<file path="src/rtl/idma_chunk_midend.sv">
// Default iDMA types, a one-bit-wide outstanding-chunk FIFO and the chunking midend itself.
// Latency: first chunk 1 cycle after request accept; merged response is combinational from the backend.
// Backpressure: new requests stall while splitting; chunks stall on a full outstanding FIFO.
package idma_chunk_midend_pkg;
  typedef logic [31:0] addr_t;
  typedef logic [31:0] tf_len_t;

  typedef struct packed {
    logic last;
  } opt_t;

  typedef struct packed {
    tf_len_t length;
    addr_t   src_addr;
    addr_t   dst_addr;
    opt_t    opt;
  } idma_req_t;

  typedef struct packed {
    logic       last;
    logic       error;
    logic [7:0] pld;
  } idma_rsp_t;
endpackage

// Generic FIFO holding one entry per issued chunk.
// Latency: head visible the cycle after push; pop and push may share a cycle.
// Backpressure: a push into a full FIFO is taken only if a pop happens in the same cycle.
module idma_chunk_fifo #(
  parameter int unsigned Depth = 8,
  parameter type         dat_t = logic
) (
  input  logic clk_i,
  input  logic rst_i,
  input  logic push,
  input  dat_t push_dat,
  input  logic pop,
  output dat_t head_dat,
  output logic full,
  output logic empty
);
  localparam int unsigned AW = $clog2(Depth);
  localparam logic [AW:0] FullCnt = (AW+1)'(Depth);

  dat_t            mem_q [Depth];
  logic [AW-1:0]   wptr_q, rptr_q;
  logic [AW:0]     cnt_q;
  logic            push_ok, pop_ok;

  assign full     = (cnt_q == FullCnt);
  assign empty    = (cnt_q == '0);
  assign push_ok  = push & (~full | pop);
  assign pop_ok   = pop & ~empty;
  assign head_dat = mem_q[rptr_q];

  // Pointer and occupancy bookkeeping.
  always_ff @(posedge clk_i) begin
    if (rst_i) begin
      wptr_q <= '0;
      rptr_q <= '0;
      cnt_q  <= '0;
    end else begin
      if (push_ok) wptr_q <= wptr_q + 1'b1;
      if (pop_ok)  rptr_q <= rptr_q + 1'b1;
      if (push_ok && !pop_ok)      cnt_q <= cnt_q + 1'b1;
      else if (pop_ok && !push_ok) cnt_q <= cnt_q - 1'b1;
    end
  end

  // Storage array; contents are don't-care while empty, so no reset.
  always_ff @(posedge clk_i) begin
    if (push_ok) mem_q[wptr_q] <= push_dat;
  end
endmodule

// Splits 1D requests into chunks that never cross a MaxChunkBytes-aligned source boundary.
// Latency: first chunk valid 1 cycle after request accept, then one chunk per cycle.
// Backpressure: at most NumOutstanding chunks in flight; merged response waits on rsp_ready_i.
module idma_chunk_midend #(
  parameter int unsigned MaxChunkBytes  = 256,
  parameter int unsigned NumOutstanding = 8,
  parameter type addr_t     = idma_chunk_midend_pkg::addr_t,
  parameter type tf_len_t   = idma_chunk_midend_pkg::tf_len_t,
  parameter type idma_req_t = idma_chunk_midend_pkg::idma_req_t,
  parameter type idma_rsp_t = idma_chunk_midend_pkg::idma_rsp_t
) (
  input  logic      clk_i,
  input  logic      rst_i,
  input  idma_req_t req_i,
  input  logic      req_valid_i,
  output logic      req_ready_o,
  output idma_rsp_t rsp_o,
  output logic      rsp_valid_o,
  input  logic      rsp_ready_i,
  output idma_req_t burst_req_o,
  output logic      burst_req_valid_o,
  input  logic      burst_req_ready_i,
  input  idma_rsp_t burst_rsp_i,
  input  logic      burst_rsp_valid_i,
  output logic      burst_rsp_ready_o,
  output logic      busy_o
);
  localparam int unsigned OffW = $clog2(MaxChunkBytes);
  localparam logic [0:0] StIdle  = 1'b0;
  localparam logic [0:0] StSplit = 1'b1;

  logic [0:0]     state_q;
  idma_req_t      req_q;
  addr_t          cur_src_q, cur_dst_q;
  tf_len_t        rem_q;
  logic [OffW-1:0] src_off;
  tf_len_t        room, clen;
  logic           chunk_final, chunk_hs;

  logic           fifo_full, fifo_empty, fifo_pop, head_final;
  logic           err_q;
  idma_rsp_t      err_rsp_q;

  // Bytes left until the next aligned boundary bound the chunk; a zero remainder yields one empty chunk.
  assign src_off     = cur_src_q[OffW-1:0];
  assign room        = tf_len_t'(MaxChunkBytes) - tf_len_t'(src_off);
  assign clen        = (rem_q < room) ? rem_q : room;
  assign chunk_final = (clen == rem_q);

  assign req_ready_o       = (state_q == StIdle);
  assign burst_req_valid_o = (state_q == StSplit) & ~fifo_full;
  assign chunk_hs          = burst_req_valid_o & burst_req_ready_i;
  assign busy_o            = (state_q == StSplit) | ~fifo_empty;

  // Chunk request: latched request with the current cursor and chunk length.
  always_comb begin
    burst_req_o          = req_q;
    burst_req_o.src_addr = cur_src_q;
    burst_req_o.dst_addr = cur_dst_q;
    burst_req_o.length   = clen;
    burst_req_o.opt.last = chunk_final & req_q.opt.last;
  end

  // Request acceptance and split cursor; fields only move on a chunk handshake, so they stay stable.
  always_ff @(posedge clk_i) begin
    if (rst_i) begin
      state_q   <= StIdle;
      req_q     <= '0;
      cur_src_q <= '0;
      cur_dst_q <= '0;
      rem_q     <= '0;
    end else if (state_q == StIdle) begin
      if (req_valid_i) begin
        req_q     <= req_i;
        cur_src_q <= req_i.src_addr;
        cur_dst_q <= req_i.dst_addr;
        rem_q     <= req_i.length;
        state_q   <= StSplit;
      end
    end else if (chunk_hs) begin
      rem_q     <= rem_q - clen;
      cur_src_q <= cur_src_q + addr_t'(clen);
      cur_dst_q <= cur_dst_q + addr_t'(clen);
      if (chunk_final) state_q <= StIdle;
    end
  end

  idma_chunk_fifo #(
    .Depth (NumOutstanding),
    .dat_t (logic)
  ) i_outstanding (
    .clk_i    (clk_i),
    .rst_i    (rst_i),
    .push     (chunk_hs),
    .push_dat (chunk_final),
    .pop      (fifo_pop),
    .head_dat (head_final),
    .full     (fifo_full),
    .empty    (fifo_empty)
  );

  // Merge: swallow non-final responses, forward the final one with any earlier error folded in.
  always_comb begin
    burst_rsp_ready_o = 1'b0;
    rsp_valid_o       = 1'b0;
    rsp_o             = burst_rsp_i;
    fifo_pop          = 1'b0;
    if (!fifo_empty) begin
      if (!head_final) begin
        burst_rsp_ready_o = 1'b1;
        fifo_pop          = burst_rsp_valid_i;
      end else begin
        burst_rsp_ready_o = rsp_ready_i;
        rsp_valid_o       = burst_rsp_valid_i;
        fifo_pop          = burst_rsp_valid_i & rsp_ready_i;
        if (err_q) begin
          rsp_o      = err_rsp_q;
          rsp_o.last = burst_rsp_i.last;
        end
      end
    end
  end

  // Error latch keeps the first failing chunk response until the merged response leaves.
  always_ff @(posedge clk_i) begin
    if (rst_i) begin
      err_q     <= 1'b0;
      err_rsp_q <= '0;
    end else if (!fifo_empty && burst_rsp_valid_i) begin
      if (!head_final) begin
        if (burst_rsp_i.error && !err_q) err_rsp_q <= burst_rsp_i;
        err_q <= err_q | burst_rsp_i.error;
      end else if (rsp_ready_i) begin
        err_q <= 1'b0;
      end
    end
  end

  // A backend response with nothing outstanding means the backend broke protocol.
  assert property (@(posedge clk_i) disable iff (rst_i) !(burst_rsp_valid_i && fifo_empty));
endmodule

</file>
<file path="config.mk">
export PLATFORM = sky130hd
export DESIGN_NAME = idma_chunk_midend
export DESIGN_NICKNAME = d
export VERILOG_FILES = /design/src/rtl/idma_chunk_midend.sv
export SDC_FILE = /design/constraint.sdc
export NUM_CORES = 1
export LEC_CHECK = 0
export ABC_AREA = 0
export BUFFER_PORTS_ARGS = -buffer_cell sky130_fd_sc_hd__buf_2
export CAP_MARGIN = 20
export CORE_AREA = 2 2 174 176
export CTS_CLUSTER_DIAMETER = 50
export DETAILED_ROUTE_END_ITERATION = 6
export DIE_AREA = 0 0 176 178
export PLACE_DENSITY = 0.51
export SLEW_MARGIN = 10
export SYNTH_ARGS = -nofsm -noshare
export SYNTH_HDL_FRONTEND = slang
export SYNTH_HIERARCHICAL = 1
export SYNTH_SLANG_ARGS = --single-unit
</file>
<file path="constraint.sdc">
create_clock -name clk_i -period 10.25 [get_ports clk_i]
set_clock_uncertainty 0.2 [all_clocks]
set_input_delay 2.05 -clock clk_i [delete_from_list [all_inputs] [get_ports clk_i]]
set_output_delay 2.05 -clock clk_i [all_outputs]
set_load 0.01 [all_outputs]
</file>
# == Word-level counts from Yosys, hierarchy flattened ==
# Memory sizes are Yosys's and may differ from the RTL's. A register that Yosys moved wholly into a read port is not among the register bits.
# Index checks and enable logic that the tools add are counted.
# totals
register_bits,118
ram_bits,8
input_bits,113
output_inout_bits,112
elab_cells,84
mem_count,1
# memory_table
name,words,width,read_ports,rd_clocked_by_memory_dff,wr,line,source
i_outstanding.mem_q,8,1,1,1,1,45,dat_t mem_q [Depth];
# classes
addsub,8
n_lt_le_gt_ge,1
eq_ne,4
mux,31
n_bitwise,13
reduce_logical,15
# ops
op,count
$mux W32,10
$add A32 B32 Y32,2
$eq A32 B32 Y1,1
$lt A32 B32 Y1,1
$sub A32 B32 Y32,1
$mux W9,3
$mux W1,14
$sub A9 B8 Y10 const A,1
$mux W4,2
$add A3 B1 Y3 const B,2
$and A1 B1 Y1,6
$mux W3,2
$reduce_and A2 Y1,3
$add A4 B1 Y4 const B,1
$eq A4 B4 Y1 const B,1
$logic_and A1 B1 Y1,4
$logic_not A1 Y1,4
$logic_not A4 Y1,1
$not A1 Y1,4
$reduce_bool A2 Y1,2
$sub A4 B1 Y4 const B,1
$or A1 B1 Y1,3
$reduce_and A3 Y1,1
$ne A2 B1 Y1 const B,1
$ne A2 B2 Y1 const B,1

# == Longest topological paths before layout ==
# Gate-level depths: netlist (run 1).
# depth
depth_word,9
ltp_mapped,27
depth_no_buf,26

# == Hierarchy ==
# The synthesis (run 1) kept the hierarchy.
# modules_own_cells
mod,instances,cells_each,area_each_um2,seq_area_each_um2
idma_chunk_midend,1,1179,9176.3,2162.1
idma_chunk_fifo,1,84,959.7,500.5

# == Least setup slack after synthesis (run 1) ==
# OpenSTA, ideal clock, no wires.
# synth_timing
path_type,register to output
start,reg cur_src_q[1]
end,out burst_req_o[0] (netlist name)
t_arrival_ns,4.534
required_time_ns,8.000
path_slack_ns,3.466
path_stages_with_launch,20
path_buffers,1
cell_sequence,dfxtp_1 -> inv_1 -> ha_1 -> inv_1 -> ha_1 -> a21o_1 -> a21o_1 -> a21o_1 -> a21o_1 -> a21o_1 -> a21o_1 -> a21o_1 -> a311oi_4 -> buf_8 -> mux2i_1 -> ha_1 -> nand4_1 -> or4_1 -> inv_1 -> and2_1
# synth_rtl
element,line,source
from (decl),109,"addr_t cur_src_q, cur_dst_q;"
from (signal assigned),150,cur_src_q <= req_i.src_addr;
from (signal assigned),157,cur_src_q <= cur_src_q + addr_t'(clen);
to (decl),95,"output idma_req_t burst_req_o,"

==> reports/metrics.cfg, run 1 <==
[finish]
fillers = 3045
area_growth_pct = 19.5
final_nets = 1673
drive_gt1_frac = 0.189

[power]
vdd_drop_max_v = 0.000103
p_leak_nw = 5.40
power.density_nw_per_um2 = 190

[floorplan]
die_w_um = 176
start_util = 0.345
dieArea_um2 = 31300
ioPinCount = 225
rows = 63
fp.dieH_um = 178
fp.coreArea_um2 = 29400

[worst_setup_path]
cp-start-kind = flip-flop
crit_start = cur_src_q[0]
reg2reg_depth = 27
regToRegStartpoint = cur_src_q[0]
arrival_ns = 5.39
crit_path_end_kind = primary output
critPathKind = reg2out
crit_end = burst_req_o[0]
cp_max_fo = 17
rrSetupSlack_ns = 3.38
cp.required_ns = 8.00
r2r_end = cur_src_q[26]

[drt]
vias = 9669
ant_nets = 0
vias_per_cell = 5.16
drt_iter0_markers = 506
wl_per_cell_um = 16.7
drc = 0
finalWirelength_mm = 31.4
drt_pass1_iterations = 5

[logic_synthesis]
synth.cell_area_um2 = 10100
yosysSeqAreaShare = 0.263
synth-seq-cells = 129
synth_top_family_by_area = compound AO/OA/AOI/OAI gates
synth_edf_count = 8
netlist.area_leader.share = 0.239
synthArstFlopShare = 0
yosysTopAreaCell = dfxtp_1
ys.flop_type = dfxtp_1
yosysWarnings = 6
synth-compound-area-share = 0.249
synth.area.top_cells = dfxtp_1 (24%), ha_1 (10%), nor2_1 (5.5%)
synthAdderAreaFrac = 0.113
syn_inst = 1263
syn_area_per_cell_um2 = 8.03
synth_cell_type_count = 80
synth_xor_area_frac = 0.0553
yosys-mux-area-fraction = 0.0725
yosys.area_share.simple = 0.190

[sta]
max-slew-margin-rel = 0.350
worst_hold_slack_ns = 0.265
setup_violations = 0
rsz0062_at_grt = no
min_period_over_period = 0.745
final.setup.tns_ns = 0
tightest_slew_ns = 0.974
hold_viol = 0
min_period_ns = 7.64
max_freq_mhz = 131
slew_violations = 0

[cts]
insertion_delay_ns = 0.43
cts_buffers = 17
clock-sinks = 129
root_buffer = clkbuf_16
cts_tree = built
cts_resized = 0
cts_hold_buf = 0
cts_setup_buffers = 0
clk_pin_slew_ns = 0.08
clock_path_buffers = 2
cts.htree.levels = 4

[global_routing]
grt_max_degree = 88
gr-total-overflow = 0
grt_pass1_wl_mm = 49.6
antenna_found_initial = 1
grt_usage = 0.200
grt_pass1_vias = 9190

[run]
drv_cap = 0

[min_path]
hp-class = reg2reg
worstHoldPathCells = 2

[run_status]
status = finished, final reports clean

[place]
post-dp-hpwl_mm = 23.1
gpl.final_weighted_congestion = 0.811
io_buffers = 199

## critical path, stage by stage (launching register included)
cell and delay (ns):
dfxtp_1 0.49, inv_1 0.10, ha_1 0.33, inv_1 0.05, ha_1 0.26, a21o_1 0.16, a21o_1 0.17, a21o_1 0.17
a21o_1 0.16, a21o_1 0.17, a21o_1 0.17, a21o_1 0.20, a311oi_4 0.28, buf_4 0.30, mux2i_1 0.58, ha_1 0.23
nand4_1 0.11, or4_1 0.54, inv_1 0.21, and2_1 0.15, buf_2 0.12
## cells by family (layout without fill, tap and decap cells)
family	after synthesis	in the layout
compound gates	382	382
other cells	1	68
simple gates	406	406
xor+xnor	64	64
buf+inv	124	279
mux	68	68
fa+ha+maj	89	89
flops	129	129
## cell type report
class / count / area (µm²) / area share
Clock inverter: 15 / 168 / 0.0138
Inverter: 42 / 158 / 0.0130
Sequential cell: 129 / 2670 / 0.220
Timing Repair Buffer: 205 / 1040 / 0.0861
Multi-Input combinational cell: 1076 / 7160 / 0.591
Tap cell: 390 / 488 / 0.0403
Antenna cell: 1 / 2.50 / 0.000207
Clock buffer: 17 / 425 / 0.0351
## placed cells by master, fill, tap and decap left out, drive strengths merged, types with 46 or more instances in the layout
master  synthesis  final
ha             85     85
conb            1     67
buf            35    205
inv            42     50
o21ai          65     65
nor2          150    150
a21oi         108    108
a211oi         67     67
mux2i          46     46
nand2          89     89
dfxtp         121    121
## where the power goes
| part | leakage [nW] | internal, mW | switching (mW) | total [mW] |
|---|---|---|---|---|
| Sequential | 1.09 | 0.570 | 0.0772 | 0.647 |
| Combinational | 4.03 | 0.438 | 0.594 | 1.03 |
| Clock | 0.286 | 0.328 | 0.298 | 0.626 |
## worst min-delay path by stage
stage              from       end  slack, ns
2_1_floorplan  req_q[0]  req_q[0]       0.23
3_3_place_gp   req_q[0]  req_q[0]       0.24
3_5_place_dp   req_q[0]  req_q[0]       0.25
4_1_cts        req_q[0]  req_q[0]       0.26
5_1_grt        req_q[0]  req_q[0]       0.30
6_report       req_q[0]  req_q[0]       0.26
## metal layers
metal,vias up,track usage,wire length (µm)
li1,4985,-,-
met1,4484,0.279,15700
met2,178,0.325,14200
met3,22,0.0269,1000
met4,0,0.0499,474
met5,-,0,0
## synthesized netlist by cell type, types with 13 or more instances
cell type	instances
nor2_1	149
dfxtp_1	121
a21oi_1	108
nand2_1	89
ha_1	85
a211oi_1	67
o21ai_0	64
clkbuf_1	47
mux2i_1	46
nor3_1	44
xnor2_1	43
inv_1	41
a21o_1	36
nor2b_1	25
buf_4	24
xor2_1	21
mux2_2	18
nand3_1	18
a31oi_1	13
## flip-flops by register name, summed over array words and instances (netlist names), named ones only
register and cells:
i_outstanding/rptr_q 3, state_q 1, i_outstanding/mem_q 8, rem_q 32
cur_src_q 32, cur_dst_q 32, req_q 1, err_q 1
i_outstanding/cnt_q 4, err_rsp_q 9, i_outstanding/wptr_q 3
## metrics by stage
stage | util | power [mW] | std cells | instance area [µm²] | setup slack [ns]
after floorplan | - | 1.41 | 1329 | 10400 | 3.47
after global placement | 0.392 | 1.68 | 1842 | 11500 | 3.11
after detailed placement | 0.392 | 1.68 | 1842 | 11500 | 2.97
after CTS | 0.412 | 2.32 | 1874 | 12100 | 2.49
after global routing | 0.412 | 2.48 | 1875 | 12100 | 2.13
final | 0.412 | 2.30 | 1875 | 12100 | 2.61
No activity file was read; power rests on OpenSTA's default activity.
==> inputs of run 2 (changes only) <==
- PLACE_DENSITY: 0.51 -> 0.53
- clock period: 10.25 -> 6.9 ns (I/O delays scaled with it)
==> run 2 against run 1 <==
  * Worst setup slack lost 2.3 ns
  * Die area is the same
  * Global-route usage grew 0.50 points
  * Routed wire length grew 0.90%
  * Combinational power grew 51%
  * Final area grew 0.73%
  * Worst hold slack lost 0.012 ns
  * Sequential share of layout area shrank 0.14 points
  * Register-to-register slack lost 2.8 ns
  * Via count grew 1.6%
==> reports/metrics.cfg, run 2 (synthesis gave the netlist of run 1 again) <==
[run_status]
status = finished, final reports clean

[sta]
rsz0062_at_grt = no
slew_violations = 0  ; unchanged
min_period_ns = 6.62
min_period_over_period = 0.959
tightest_slew_ns = 1.05  ; +0.0718 ns
final.setup.tns_ns = 0  ; unchanged
fin_ws_ns = 0.281  ; -2.33 ns
hold_viol = 0  ; unchanged
setup_violations = 0  ; unchanged
max-slew-margin-rel = 0.303  ; -0.0465
max_freq_mhz = 151

[drt]
vias = 9826  ; +1.6%
drt_pass1_iterations = 5  ; unchanged
wl_per_cell_um = 16.8  ; +0.58%
drc = 0  ; unchanged
dr_wl_met3_mm = 1.17  ; +17%
drt_iter0_markers = 586  ; +16%
top_layer = met4
finalWirelength_mm = 31.7  ; +0.90%
wl_met2_mm = 14.6  ; +2.9%
ant_nets = 0  ; unchanged
wl_met1_mm = 15.4  ; -2.0%
vias_per_cell = 5.22  ; +1.3%

[finish]
drive_gt1_frac = 0.198  ; +0.00850
final_cell_mix = buf_2 (198), nor2_1 (148), dfxtp_1 (118), a21oi_1 (108), nand2_1 (88)
final_common_cell = buf_2
final_nets = 1680  ; +0.42%
area_growth_pct = 20.4
diodes = 0  ; -1
largestRegisters = cur_dst_q: 32 flops, cur_src_q: 32 flops, rem_q: 32 flops

[worst_setup_path]
timing.critical_path.mode_cell = a21o_1
crit_path_max_incr_delay_ns = 0.56  ; -0.02 ns
crit_path_end_kind = primary output
r2r_end = cur_src_q[27]
slowest_stage = or4_1
critPathKind = reg2out
crit_chain = inv_1, ha_1, inv_1, ha_1, a21o_1, a21o_1, a21o_1, a21o_1, a21o_1, a21o_1, a21o_1, a311oi_4, buf_4, mux2i_2, ha_1, nand4_1, or4_1, inv_2, and2_1, buf_2
reg2reg_depth = 25  ; -7.4%
cp-start-kind = flip-flop
cp.required_ns = 5.32  ; -2.68 ns
rrSetupSlack_ns = 0.53  ; -2.85 ns
cp_max_fo = 10  ; -7
arrival_ns = 5.04  ; -0.35 ns
regToRegStartpoint = cur_src_q[0]

[run]
drv_cap = 0  ; unchanged

[place]
gpl.final_weighted_congestion = 0.881  ; +8.6%
dpl_worst_slack_ns = 0.350  ; -2.62 ns
post-dp-hpwl_mm = 23.3  ; +0.78%
io_buffers = 199  ; unchanged

[cts]
cts_tree = built
cts_setup_buffers = 0  ; unchanged
cts.htree.levels = 4  ; unchanged
root_buffer = clkbuf_16
insertion_delay_ns = 0.45  ; +0.02 ns
clk_pin_slew_ns = 0.07  ; about the same
cts_buffers = 17  ; unchanged
clock_path_buffers = 2  ; unchanged
clock-sinks = 129  ; unchanged

[global_routing]
gr-total-overflow = 0  ; unchanged
antenna_found_initial = 0  ; -1
grt_usage = 0.205  ; +0.00500
grt_max_degree = 96  ; +9.1%
grt_pass1_wl_mm = 50.9  ; +2.6%
grt_pass1_vias = 9455  ; +2.9%

[min_path]
min_to = req_q[0]
hp-class = reg2reg
hold_start = req_q[0]
worstHoldPathCells = 2  ; unchanged

[power]
p_leak_nw = 5.45  ; +0.96%
vdd_drop_max_v = 0.000163  ; +59%
fin_total_pwr_mw = 3.49  ; +51%
power.density_nw_per_um2 = 286  ; +50%

[floorplan]
dieArea_um2 = 31300  ; unchanged
fp.coreArea_um2 = 29400  ; unchanged
ioPinCount = 225  ; unchanged
rows = 63  ; unchanged
start_util = 0.345  ; unchanged
die_w_um = 176  ; unchanged
fp.dieH_um = 178  ; unchanged

[run 2: how the worst max path moves through the flow]
| stage | start | to | slack, ns | depth (start not counted) |
|---|---|---|---|---|
| after floorplan | cur_src_q[1] | cur_src_q[26] | 0.68 | 27 |
| after global placement | cur_src_q[1] | cur_dst_q[29] | 0.52 | 25 |
| after detailed placement | cur_src_q[1] | cur_src_q[26] | 0.35 | 26 |
| after CTS | cur_src_q[1] | burst_req_o[0] | 0.07 | 20 |
| after global routing | cur_src_q[1] | burst_req_o[0] | 0.002 | 20 |
| final | cur_src_q[0] | burst_req_o[0] | 0.28 | 20 |
[run 2: per-stage QoR]
step           hold WS, ns  area, µm²  utilization  std cells
2_1_floorplan        0.232      10400            -       1329
3_3_place_gp         0.240      11600        0.394       1849
3_5_place_dp         0.248      11600        0.394       1849
4_1_cts              0.257      12200        0.414       1881
5_1_grt              0.290      12200        0.415       1881
6_report             0.253      12200        0.415       1881
[run 2: critical path, delay by kind of cell, from the launching register on]
family                     cells  cell delay [ns]
AOI/OAI and AO/OA              8             1.56
adders and majority gates      3             0.78
buffers and inverters          5             0.70
DFF                            1             0.40
muxes                          1             0.33
and+or+nand+nor                3             0.80
[run 2: cell type report]
cell class | instances | area (µm²)
sequential | 129 | 2670
tap | 390 | 488
clock buffer | 18 | 429
clock inverter | 14 | 178
fill | 3063 | 17200
multi-input combinational | 1076 | 7180
inverter | 42 | 158
timing repair buffer | 212 | 1100
[run 2: per-layer routing]
layer | global-route usage | vias to the layer above
met5 | 0 | -
met4 | 0.0575 | 0
met3 | 0.0320 | 31
met2 | 0.334 | 203
met1 | 0.280 | 4588
li1 | - | 5004
[run 2: repair_timing]
item	CTS	global route
gates resized for setup	2	8
setup endpoints to repair	1	15
hold buffers	0	0
pin swaps	0	0
[run 2: report_power, final]
group	leakage [nW]	internal, mW	switching [mW]
sequential	1.09	0.847	0.116
combinational	4.07	0.665	0.893
clock	0.296	0.574	0.396
total	5.45	2.09	1.40
